## config.mk

```make
export PLATFORM = sky130hd
export DESIGN_NAME = multicycle_ctrl
export DESIGN_NICKNAME = d
export VERILOG_FILES = /design/src/rtl/multicycle_ctrl.sv
export SDC_FILE = /design/constraint.sdc
export NUM_CORES = 1
export LEC_CHECK = 0
export ABC_AREA = 1
export BUFFER_PORTS_ARGS = -buffer_cell sky130_fd_sc_hd__buf_2
export CAP_MARGIN = 30
export CORE_MARGIN = 5
export CORE_UTILIZATION = 25
export CTS_BUF_LIST = sky130_fd_sc_hd__clkbuf_8
export DETAILED_ROUTE_END_ITERATION = 8
export PLACE_DENSITY_LB_ADDON = 0.12
export SETUP_SLACK_MARGIN = 0.3
export SYNTH_ARGS = -nofsm -noshare
export SYNTH_HDL_FRONTEND = slang
export SYNTH_SLANG_ARGS = --single-unit
```

## constraint.sdc

```tcl
create_clock -name clk -period 1.8 [get_ports clk]
set_clock_uncertainty 0.1 [all_clocks]
set_input_delay 0.36 -clock clk [delete_from_list [all_inputs] [get_ports clk]]
set_output_delay 0.36 -clock clk [all_outputs]
set_load 0.02 [all_outputs]
```

## src/rtl/multicycle_ctrl.sv

```systemverilog
// Moore control FSM for the multicycle MIPS datapath: sequences each instruction
// through per-opcode states and drives datapath selects, write strobes and PC enable.
module multicycle_ctrl (
    input  logic       clk,
    input  logic       reset,
    input  logic [5:0] op,
    input  logic       zero,
    output logic       iord,
    output logic       irwrite,
    output logic       memwrite,
    output logic       memtoreg,
    output logic       regdst,
    output logic       regwrite,
    output logic       alusrca,
    output logic [1:0] alusrcb,
    output logic       zeroext,
    output logic [1:0] pcsrc,
    output logic [2:0] aluop,
    output logic       pcen,
    output logic       instr_done,
    output logic       illegal
);

    localparam logic [3:0] FETCH   = 4'd0;
    localparam logic [3:0] DECODE  = 4'd1;
    localparam logic [3:0] MEMADR  = 4'd2;
    localparam logic [3:0] MEMRD   = 4'd3;
    localparam logic [3:0] MEMWB   = 4'd4;
    localparam logic [3:0] MEMWR   = 4'd5;
    localparam logic [3:0] RTYPEEX = 4'd6;
    localparam logic [3:0] RTYPEWB = 4'd7;
    localparam logic [3:0] BREX    = 4'd8;
    localparam logic [3:0] IMMEX   = 4'd9;
    localparam logic [3:0] IMMWB   = 4'd10;
    localparam logic [3:0] JEX     = 4'd11;

    localparam logic [5:0] OP_RTYPE = 6'b000000;
    localparam logic [5:0] OP_LW    = 6'b100011;
    localparam logic [5:0] OP_SW    = 6'b101011;
    localparam logic [5:0] OP_BEQ   = 6'b000100;
    localparam logic [5:0] OP_BNE   = 6'b000101;
    localparam logic [5:0] OP_ADDI  = 6'b001000;
    localparam logic [5:0] OP_ORI   = 6'b001101;
    localparam logic [5:0] OP_ANDI  = 6'b001100;
    localparam logic [5:0] OP_J     = 6'b000010;

    logic [3:0] state;
    logic [3:0] next_state;
    logic [5:0] op_l;
    logic       op_valid;

    logic       pcwrite;
    logic       branch;
    logic       isbne;
    logic       irwrite_s;
    logic       memwrite_s;
    logic       regwrite_s;
    logic       done_s;
    logic [2:0] imm_aluop;
    logic       imm_zeroext;

    always_comb begin
        op_valid = 1'b1;
        case (op)
            OP_LW, OP_SW, OP_RTYPE, OP_BEQ, OP_BNE,
            OP_ADDI, OP_ORI, OP_ANDI, OP_J: op_valid = 1'b1;
            default:                        op_valid = 1'b0;
        endcase
    end

    always_comb begin
        next_state = FETCH;
        case (state)
            FETCH:   next_state = DECODE;
            DECODE: begin
                case (op)
                    OP_LW, OP_SW:             next_state = MEMADR;
                    OP_RTYPE:                 next_state = RTYPEEX;
                    OP_BEQ, OP_BNE:           next_state = BREX;
                    OP_ADDI, OP_ORI, OP_ANDI: next_state = IMMEX;
                    OP_J:                     next_state = JEX;
                    default:                  next_state = FETCH;
                endcase
            end
            MEMADR:  next_state = (op_l == OP_LW) ? MEMRD : MEMWR;
            MEMRD:   next_state = MEMWB;
            RTYPEEX: next_state = RTYPEWB;
            IMMEX:   next_state = IMMWB;
            default: next_state = FETCH;
        endcase
    end

    // op is sampled only while leaving DECODE; later states see op_l alone
    always_ff @(posedge clk or posedge reset) begin
        if (reset) begin
            state   <= FETCH;
            op_l    <= 6'd0;
            illegal <= 1'b0;
        end else begin
            state <= next_state;
            if (state == DECODE) begin
                op_l <= op;
                if (!op_valid)
                    illegal <= 1'b1;
            end
        end
    end

    always_comb begin
        imm_aluop   = 3'b000;
        imm_zeroext = 1'b0;
        case (op_l)
            OP_ORI: begin
                imm_aluop   = 3'b010;
                imm_zeroext = 1'b1;
            end
            OP_ANDI: begin
                imm_aluop   = 3'b011;
                imm_zeroext = 1'b1;
            end
            default: begin
                imm_aluop   = 3'b000;
                imm_zeroext = 1'b0;
            end
        endcase
    end

    always_comb begin
        iord       = 1'b0;
        irwrite_s  = 1'b0;
        memwrite_s = 1'b0;
        memtoreg   = 1'b0;
        regdst     = 1'b0;
        regwrite_s = 1'b0;
        alusrca    = 1'b0;
        alusrcb    = 2'b00;
        zeroext    = 1'b0;
        pcsrc      = 2'b00;
        aluop      = 3'b000;
        pcwrite    = 1'b0;
        branch     = 1'b0;
        done_s     = 1'b0;
        case (state)
            FETCH: begin
                irwrite_s = 1'b1;
                pcwrite   = 1'b1;
                alusrcb   = 2'b01;
            end
            DECODE: begin
                alusrcb = 2'b11;
                done_s  = !op_valid;
            end
            MEMADR: begin
                alusrca = 1'b1;
                alusrcb = 2'b10;
            end
            MEMRD: iord = 1'b1;
            MEMWB: begin
                memtoreg   = 1'b1;
                regwrite_s = 1'b1;
                done_s     = 1'b1;
            end
            MEMWR: begin
                iord       = 1'b1;
                memwrite_s = 1'b1;
                done_s     = 1'b1;
            end
            RTYPEEX: begin
                alusrca = 1'b1;
                aluop   = 3'b100;
            end
            RTYPEWB: begin
                regdst     = 1'b1;
                regwrite_s = 1'b1;
                done_s     = 1'b1;
            end
            BREX: begin
                alusrca = 1'b1;
                aluop   = 3'b001;
                pcsrc   = 2'b01;
                branch  = 1'b1;
                done_s  = 1'b1;
            end
            IMMEX: begin
                alusrca = 1'b1;
                alusrcb = 2'b10;
                aluop   = imm_aluop;
                zeroext = imm_zeroext;
            end
            IMMWB: begin
                alusrca    = 1'b1;
                alusrcb    = 2'b10;
                aluop      = imm_aluop;
                zeroext    = imm_zeroext;
                regwrite_s = 1'b1;
                done_s     = 1'b1;
            end
            JEX: begin
                pcsrc   = 2'b10;
                pcwrite = 1'b1;
                done_s  = 1'b1;
            end
            default: ;
        endcase
    end

    assign isbne = (op_l == OP_BNE);

    // strobes are gated by reset directly so none can pulse while reset is high
    assign irwrite    = irwrite_s  & ~reset;
    assign memwrite   = memwrite_s & ~reset;
    assign regwrite   = regwrite_s & ~reset;
    assign instr_done = done_s     & ~reset;
    assign pcen       = (pcwrite | (branch & (zero ^ isbne))) & ~reset;

endmodule

```

==> results.py, run 1 <==
metrics = {
    "sta": {
        "holdWs_ns": 0.104,
        "setup_viol": 7,
        "worst_pin_slew_ns": 0.221,
        "final_max_slew_viol_count": 0,
        "setup_tns_ns": -0.548,
        "setup_slack_ns": -0.104,
        "relSlewSlack": 0.852,
        "hold_violations": 0,
        "rsz0062_at_grt": "true",
        "timing.fmax_mhz": 525,
        "min_period_ns": 1.90,
        "min_period_over_period": 1.06,
    },
    "synth": {
        "synth_cell_types": 19,
        "synth_largest_area_cell": "dfrtp_1",
        "yosysMostFrequentCell": "nor2_1",
        "ys_ff_latch": 11,
        "synthCells": 127,
        "syn-cell-area_um2": 788,
        "yosys-top-cells-area": "dfrtp_1 (35%), nor2_1 (15%), nand2_1 (12%)",
        "syn_nets": 136,
        "synth_top_area_share": 0.349,
        "ys.flop_type": "dfrtp_1",
        "synth.avg_cell_area_um2": 6.21,
        "synth-async-reset-ratio": 1.00,
        "synth-edff-count": 0,
        "synth-seq-area-share": 0.349,
        "synth_warnings": 0,
        "synth_common_cells": "nor2_1 (32), nand2_1 (25), inv_1 (19)",
    },
    "final_layout": {
        "area_growth_pct": 85.6,
        "final_cells": 220,
        "drive_gt1_frac": 0.523,
        "final_util": 0.483,
        "antenna_cells": 0,
        "fin_nets": 186,
    },
    "clocking": {
        "htreeDepth": 1,
        "cts.sinks": 11,
        "clk_pin_slew_ns": 0.05,
        "worstSkewPairLatency_ns": 0.24,
        "cts_max_path_buffers": 2,
        "cts_hold_buffers": 0,
        "cts_tree": "done",
        "cts_buffers": 3,
        "root_buffer": "clkbuf_8",
    },
    "pwr": {
        "p_switching_mw": 1.05,
        "switching_share": 0.473,
        "p_int_mw": 1.17,
        "p_per_area_nw_per_um2": 1510,
        "power_mw": 2.21,
        "seq_power_share": 0.208,
        "clkPwrFrac": 0.111,
        "p_comb_frac": 0.682,
        "peakVddDrop_uv": 636,
        "leakage_nw": 0.717,
    },
    "grt": {
        "grt_max_degree": 12,
        "track_usage": 0.121,
        "antenna_found_initial": 0,
        "grt_pass1_wl_mm": 4.04,
        "grt_pass1_vias": 974,
        "grt_overflow_total": 0,
    },
    "routing": {
        "ant_nets": 0,
        "wl_per_cell_um": 11.9,
        "first_pass_iters": 4,
        "vias_per_cell": 4.43,
        "drc": 0,
        "routed_wl_mm": 2.63,
        "vias": 974,
        "dr.first_iter.drc_count": 22,
    },
    "placement": {
        "place_inst": 201,
        "gp_congestion": 0.797,
        "dp_hpwl_mm": 1.93,
        "io_buffers": 26,
    },
    "floorplanning": {
        "start_util": 0.260,
        "dieArea_um2": 4380,
        "fp.dieW_um": 66.2,
        "io_pins": 27,
        "core_area_um2": 3030,
        "die-height_um": 66.2,
        "placementRows": 20,
    },
    "worst_setup_path": {
        "worstSetupPathType": "reg2out",
        "cp.arrival_ns": 1.44,
        "cp_max_fo": 5,
        "cp-end-kind": "output port",
        "worstPathRequired_ns": 1.34,
        "startpoint_type": "register",
    },
    "run_status": {
        "violations": "negative setup slack",
        "status": "complete, but fails checks",
    },
    "job": {
        "maxCapViolCount": 0,
    },
    "hold_path": {
        "worstHoldPathType": "in2async",
    },
}
==> layer usage <==
layer,up-vias,share of wire,global-route usage
met2,32,0.48,0.212
li1,500,-,-
met3,2,0.059,0.0238
met4,0,0.0095,0.0609
met5,-,0,0
met1,440,0.45,0.138
==> power by group through the flow <==
stage | registers (mW) | logic [mW] | clock network [mW]
after CTS | 0.456 | 1.34 | 0.251
final | 0.459 | 1.51 | 0.245
after global routing | 0.477 | 1.60 | 0.266
after floorplan | 0.435 | 0.711 | 0
after global placement | 0.453 | 0.989 | 0
after detailed placement | 0.452 | 0.987 | 0
==> final timing paths <==
kind,startpoint,endpoint,slack (ns),cells past startpoint
max,state[1],regwrite,-0.10,5
max reg2reg,state[2],state[2],0.41,7
min in group clk,op[4],op_l[4],0.28,3
min reg2reg,illegal,illegal,0.36,1
max in group asynchronous,reset,state[0],1.33,3
min,reset,state[1],0.10,3
==> registers in the layout, indices dropped and copies added, names as in the netlist <==
name and flops:
illegal 1, state 4, op_l 6
==> critical path: stages (launching register included) <==
cell,delay (ns)
dfrtp_1,0.39
buf_4,0.17
nand2_2,0.13
nor2_2,0.07
o31a_1,0.29
buf_2,0.16
==> layout by cell type, fill, tap and decap left out, types with 2 or more instances in the layout <==
cell type | Yosys | final
o21ai_1 | 3 | 3
nand3_2 | 0 | 5
buf_2 | 0 | 12
nor2_2 | 2 | 9
nor2_4 | 0 | 10
buf_6 | 0 | 15
nand4_1 | 3 | 3
nand2_1 | 25 | 21
dfrtp_1 | 11 | 10
o21ai_0 | 3 | 2
buf_4 | 2 | 20
nor2_1 | 32 | 15
nand3_1 | 13 | 7
nand2_4 | 0 | 3
inv_2 | 2 | 4
nand2_2 | 2 | 2
o211ai_1 | 2 | 2
inv_1 | 19 | 16
clkbuf_8 | 0 | 3
==> timing repair <==
item,in CTS,in global routing
setup buffers,9,6
pin swaps,13,7
gates resized for setup,41,20
endpoints found under the setup margin,17,17
==> final cells by class <==
cell class              instances  area, µm²
clock buffers                   3       41.3
repair buffers                 47        379
well taps                      44       55.1
inverters                      21       81.3
multi-input cells              93        624
fillers                       308       1570
clock inverters                 1       5.00
flip-flops and latches         11        277
==> cell families after synthesis <==
| family | count (synthesis) | share of synthesized area |
|---|---|---|
| compound gates | 14 | 0.106 |
| flops | 11 | 0.349 |
| buf+inv | 23 | 0.119 |
| simple gates | 79 | 0.425 |
==> through the flow <==
stage | instance area [µm²] | worst slack (ns)
5_1_grt | 1460 | -0.181
4_1_cts | 1340 | -0.107
3_3_place_gp | 1090 | 0.0497
6_report | 1460 | -0.104
3_5_place_dp | 1090 | 0.0206
2_1_floorplan | 876 | 0.124
No activity file was read; power rests on OpenSTA's default activity.
==> run 2, diff against run 1 <==
--- a/config.mk
+++ b/config.mk
@@ -13,6 +13,7 @@
 export CTS_BUF_LIST = sky130_fd_sc_hd__clkbuf_8
 export DETAILED_ROUTE_END_ITERATION = 8
 export PLACE_DENSITY_LB_ADDON = 0.12
+export RECOVER_POWER = 50
 export SETUP_SLACK_MARGIN = 0.3
 export SYNTH_ARGS = -nofsm -noshare
 export SYNTH_HDL_FRONTEND = slang
==> run 2 against run 1 <==
The flow still finishes with violations (negative setup slack). Combinational power barely moved. Worst setup slack is essentially flat. Clock power is essentially flat. Die area did not move. Worst hold slack improved by 0.15 ns. Total power down 0.12%.
==> results.py, run 2 (same netlist as run 1, synthesis figures left out) <==
metrics = {
    "worst_setup_path": {
        "slowest_delay_ns": 0.39,
        "worstSetupPathType": "reg2out",
        "startpoint_type": "register",
        "r2r_start": "state[2]",
        "cp-startpoint": "state[1]",
        "cp_max_fo": 5,
        "reg2reg_setup_slack_ns": 0.41,
        "cp.arrival_ns": 1.44,
        "crit_chain": "buf_4, nand2_2, nor2_2, o31a_1, buf_2",
        "worstPathRequired_ns": 1.34,
        "cpLargestDelayFamily": "flip-flops",
        "cp_slowest_cell": "dfrtp_1",
        "cp-end-kind": "output port",
        "worst-path-buf-inv": 2,
    },
    "final_layout": {
        "final_cell_area_um2": 1460,
        "layout_common_cells": "nand2_1 (21), buf_4 (19), inv_1 (16), nor2_1 (15), buf_6 (15)",
        "final_common_cell": "nand2_1",
        "final_util": 0.482,
        "biggestRegsByFlops": "op_l: 6 flops, state: 4 flops, illegal: 1 flops",
        "largest_reg_flops": 6,
        "drive_gt1_frac": 0.517,
        "antenna_cells": 0,
        "fin_nets": 186,
        "area_growth_pct": 85.1,
        "top_register": "op_l",
        "final_cells": 220,
    },
    "sta": {
        "setup_slack_ns": -0.104,
        "min_period_ns": 1.90,
        "worst_pin_slew_ns": 0.603,
        "final_max_slew_viol_count": 0,
        "rsz0062_at_grt": "true",
        "relSlewSlack": 0.598,
        "holdWs_ns": 0.254,
        "hold_violations": 0,
        "min_period_over_period": 1.06,
        "setup_viol": 7,
        "setup_tns_ns": -0.547,
        "timing.fmax_mhz": 525,
    },
    "clocking": {
        "cts.sinks": 11,
        "clk_pin_slew_ns": 0.05,
        "htreeDepth": 1,
        "cts_max_path_buffers": 2,
        "worstSkewPairLatency_ns": 0.24,
        "cts_tree": "done",
        "root_buffer": "clkbuf_8",
        "cts_buffers": 3,
    },
    "placement": {
        "place_inst": 201,
        "io_buffers": 26,
        "placed_area_um2": 1090,
        "gp_congestion": 0.797,
        "dp_slack_ns": 0.0206,
        "dp_hpwl_mm": 1.93,
    },
    "floorplanning": {
        "die-height_um": 66.2,
        "start_util": 0.260,
        "io_pins": 27,
        "fp.dieW_um": 66.2,
        "placementRows": 20,
        "core_area_um2": 3030,
        "dieArea_um2": 4380,
    },
    "routing": {
        "dr.first_iter.drc_count": 22,
        "first_pass_iters": 4,
        "ant_nets": 0,
        "vias": 970,
        "wl_per_cell_um": 11.8,
        "routed_wl_mm": 2.60,
        "vias_per_cell": 4.41,
        "drc": 0,
    },
    "hold_path": {
        "worstHoldPathType": "in2async",
    },
    "grt": {
        "grt_max_degree": 12,
        "grt_pass1_wl_mm": 4.04,
        "track_usage": 0.121,
        "antenna_found_initial": 0,
        "grt_pass1_vias": 974,
        "grt_overflow_total": 0,
    },
    "pwr": {
        "power_mw": 2.21,
        "p_per_area_nw_per_um2": 1510,
        "peakVddDrop_uv": 635,
        "leakage_nw": 0.713,
    },
    "job": {
        "maxCapViolCount": 0,
    },
    "run_status": {
        "status": "complete, but fails checks",
        "violations": "negative setup slack",
    },
}
-- run 2: path summary, 6_finish.rpt --
path	depth (start not counted)	endpoint
setup / recovery	5	regwrite
hold / removal	3	state[1]
setup reg to reg	7	state[2]
hold reg to reg	1	illegal
max in group asynchronous	3	state[0]
min in group clk	3	op_l[4]
-- run 2: metal layers --
layer / global-route usage / wire, µm / vias up
li1: - / - / 500
met1: 0.138 / 1150 / 432
met2: 0.212 / 1250 / 36
met3: 0.0238 / 174 / 2
met4: 0.0609 / 25 / 0
met5: 0 / 0 / -
-- run 2: cell type report --
cell class | instances | area, µm²
repair buffers | 47 | 375
flip-flops and latches | 11 | 277
multi-input cells | 93 | 624
clock inverters | 1 | 5.00
clock buffers | 3 | 41.3
inverters | 21 | 81.3
well taps | 44 | 55.1
fillers | 310 | 1570
-- run 2: report_power, final --
group	switching, mW	internal, mW	leakage, nW
clock network	0.0935	0.152	0.0255
registers	0.112	0.347	0.134
logic	0.840	0.665	0.553
-- run 2: worst reg2reg max path: stages (launching register included) --
cell and delay (ns):
dfrtp_1 0.39, inv_2 0.12, nand2_4 0.08, nor2_4 0.13, buf_6 0.11, inv_1 0.05
buf_4 0.15, o211ai_1 0.17
-- run 2: repair_timing --
item | 4_1_cts | 5_1_grt
setup endpoints to repair | 17 | 17
hold endpoints to repair | 0 | 0
gates resized for setup | 41 | 20
hold buffers | 0 | 0
buffers inserted | 9 | 6
gates cloned | 0 | 0
pin swaps | 13 | 7
==> run 3, diff against run 2 <==
--- a/config.mk
+++ b/config.mk
@@ -12,8 +12,9 @@
 export CORE_UTILIZATION = 25
 export CTS_BUF_LIST = sky130_fd_sc_hd__clkbuf_8
 export DETAILED_ROUTE_END_ITERATION = 8
+export MAX_ROUTING_LAYER = met4
 export PLACE_DENSITY_LB_ADDON = 0.12
-export RECOVER_POWER = 50
+export RECOVER_POWER = 25
 export SETUP_SLACK_MARGIN = 0.3
 export SYNTH_ARGS = -nofsm -noshare
 export SYNTH_HDL_FRONTEND = slang
==> constraint.sdc (replaced) <==
create_clock -name clk -period 1.8 [get_ports clk]
set_clock_uncertainty 0.1 [all_clocks]
set_input_delay 0.09 -clock clk [delete_from_list [all_inputs] [get_ports clk]]
set_output_delay 0.09 -clock clk [all_outputs]
set_load 0.02 [all_outputs]
==> run 3 against run 2 <==
The flow now finishes without violations. Core utilization shrank 7.7 points. Design area shrank 16%. Routed wire length shrank 4.4%. Maximum frequency grew 15%. Non-clock buffer count shrank 6. Register-to-register slack lost 0.13 ns. Worst hold slack lost 0.24 ns. Sequential power grew 0.9%. Worst setup slack gained 0.25 ns. Die area is the same. Total power shrank 13%. Sequential share of layout area grew 3.7 points. Largest power group unchanged.
==> results.py, run 3 (same netlist as run 1, synthesis figures left out) <==
metrics = {
    "placement": {
        "dp_hpwl_mm": 1.91,
        "dp_slack_ns": 0.304,
        "placed_area_um2": 986,
        "io_buffers": 26,
        "gp_congestion": 0.858,
        "place_inst": 197,
    },
    "final_layout": {
        "biggestRegsByFlops": "op_l: 6 flops, state: 4 flops, illegal: 1 flops",
        "final_util": 0.405,
        "area_growth_pct": 55.4,
        "largest_reg_flops": 6,
        "antenna_cells": 0,
        "drive_gt1_frac": 0.382,
        "final_cells": 214,
        "fin_nets": 180,
        "final_common_cell": "nor2_1",
        "register_area_um2": 278,
        "top_register": "op_l",
        "fillers": 319,
        "layout_common_cells": "nor2_1 (25), nand2_1 (23), buf_2 (18), inv_1 (17), buf_4 (17)",
        "final_cell_area_um2": 1220,
        "multi_input_area_um2": 495,
    },
    "sta": {
        "final_max_slew_viol_count": 0,
        "holdWs_ns": 0.0103,
        "hold_violations": 0,
        "relSlewSlack": 0.608,
        "min_period_ns": 1.65,
        "timing.fmax_mhz": 605,
        "worst_pin_slew_ns": 0.589,
        "setup_viol": 0,
        "min_period_over_period": 0.919,
        "setup_slack_ns": 0.146,
        "rsz0062_at_grt": "true",
        "setup_tns_ns": 0,
    },
    "worst_setup_path": {
        "worstSetupPathType": "reg2out",
        "startpoint_type": "register",
        "cp-end-kind": "output port",
        "worstRegToRegCells": 8,
        "cp.arrival_ns": 1.46,
        "worstPathRequired_ns": 1.61,
        "cp_max_fo": 5,
    },
    "grt": {
        "grt_pass1_wl_mm": 3.88,
        "grt_max_degree": 12,
        "grt_pass1_vias": 901,
        "antenna_found_initial": 0,
        "grt_overflow_total": 0,
        "track_usage": 0.117,
    },
    "floorplanning": {
        "placementRows": 20,
        "start_util": 0.260,
        "dieArea_um2": 4380,
        "fp.dieW_um": 66.2,
        "die-height_um": 66.2,
        "core_area_um2": 3030,
        "io_pins": 27,
    },
    "routing": {
        "vias_per_cell": 4.47,
        "ant_nets": 0,
        "dr.first_iter.drc_count": 44,
        "wl_per_cell_um": 11.6,
        "drc": 0,
        "first_pass_iters": 3,
        "vias": 957,
        "routed_wl_mm": 2.49,
    },
    "pwr": {
        "seq_power_share": 0.240,
        "p_comb_frac": 0.640,
        "p_per_area_nw_per_um2": 1580,
        "peakVddDrop_uv": 303,
        "leakage_nw": 0.639,
        "power_mw": 1.93,
        "p_int_mw": 1.04,
        "switching_share": 0.460,
        "p_switching_mw": 0.887,
        "clkPwrFrac": 0.120,
    },
    "clocking": {
        "root_buffer": "clkbuf_8",
        "cts_tree": "done",
        "worstSkewPairLatency_ns": 0.23,
        "htreeDepth": 1,
        "cts_buffers": 3,
        "cts.sinks": 11,
        "clk_pin_slew_ns": 0.05,
        "cts_max_path_buffers": 2,
    },
    "run_status": {
        "status": "finished, final reports clean",
    },
    "hold_path": {
        "worstHoldPathType": "in2reg",
        "hold_depth": 3,
    },
    "job": {
        "maxCapViolCount": 0,
    },
}
==> run 3: path summary, 6_finish.rpt <==
kind | slack [ns] | to | startpoint
max in group asynchronous | 0.64 | state[1] | reset
hold reg to reg | 0.36 | illegal | illegal
setup reg to reg | 0.28 | state[2] | state[1]
hold / removal | 0.01 | op_l[4] | op[4]
setup / recovery | 0.15 | instr_done | state[1]
min in group asynchronous | 0.54 | op_l[3] | reset
==> run 3: final cells by class <==
cell class,count,area share
Tap cell,44,0.0449
Clock buffer,3,0.0337
Inverter,21,0.0674
Multi-Input combinational cell,93,0.404
Timing Repair Buffer,41,0.220
Sequential cell,11,0.227
Clock inverter,1,0.00306
==> run 3: worst max-delay path, cell delays in order (launching register included) <==
cell and delay, ns:
dfrtp_2 0.43, inv_2 0.08, nand2_4 0.06, nor2_4 0.13, nand3_2 0.10, nor2_4 0.14, nor2_2 0.04, nor2_1 0.10
buf_4 0.15
==> run 3: power by group through the flow <==
stage	combinational, mW	sequential (mW)	clock (mW)
global route	1.36	0.477	0.247
global placement	0.852	0.438	0
floorplan	0.616	0.417	0
CTS	1.10	0.448	0.242
detailed placement	0.844	0.440	0
finish	1.24	0.463	0.232
==> run 3: repair_timing <==
action	4_1_cts	5_1_grt
endpoints found under the hold margin	11	0
endpoints found under the setup margin	9	15
gates resized for setup	18	15
setup buffers	9	3
pin swaps	7	6
hold buffers	1	0
==> run 3: layer usage <==
metal | vias up | GRT usage | part of all wire
met4 | 0 | 0.0609 | 0.021
li1 | 492 | - | -
met2 | 29 | 0.185 | 0.46
met5 | - | - | 0
met1 | 431 | 0.147 | 0.45
met3 | 5 | 0.0136 | 0.063
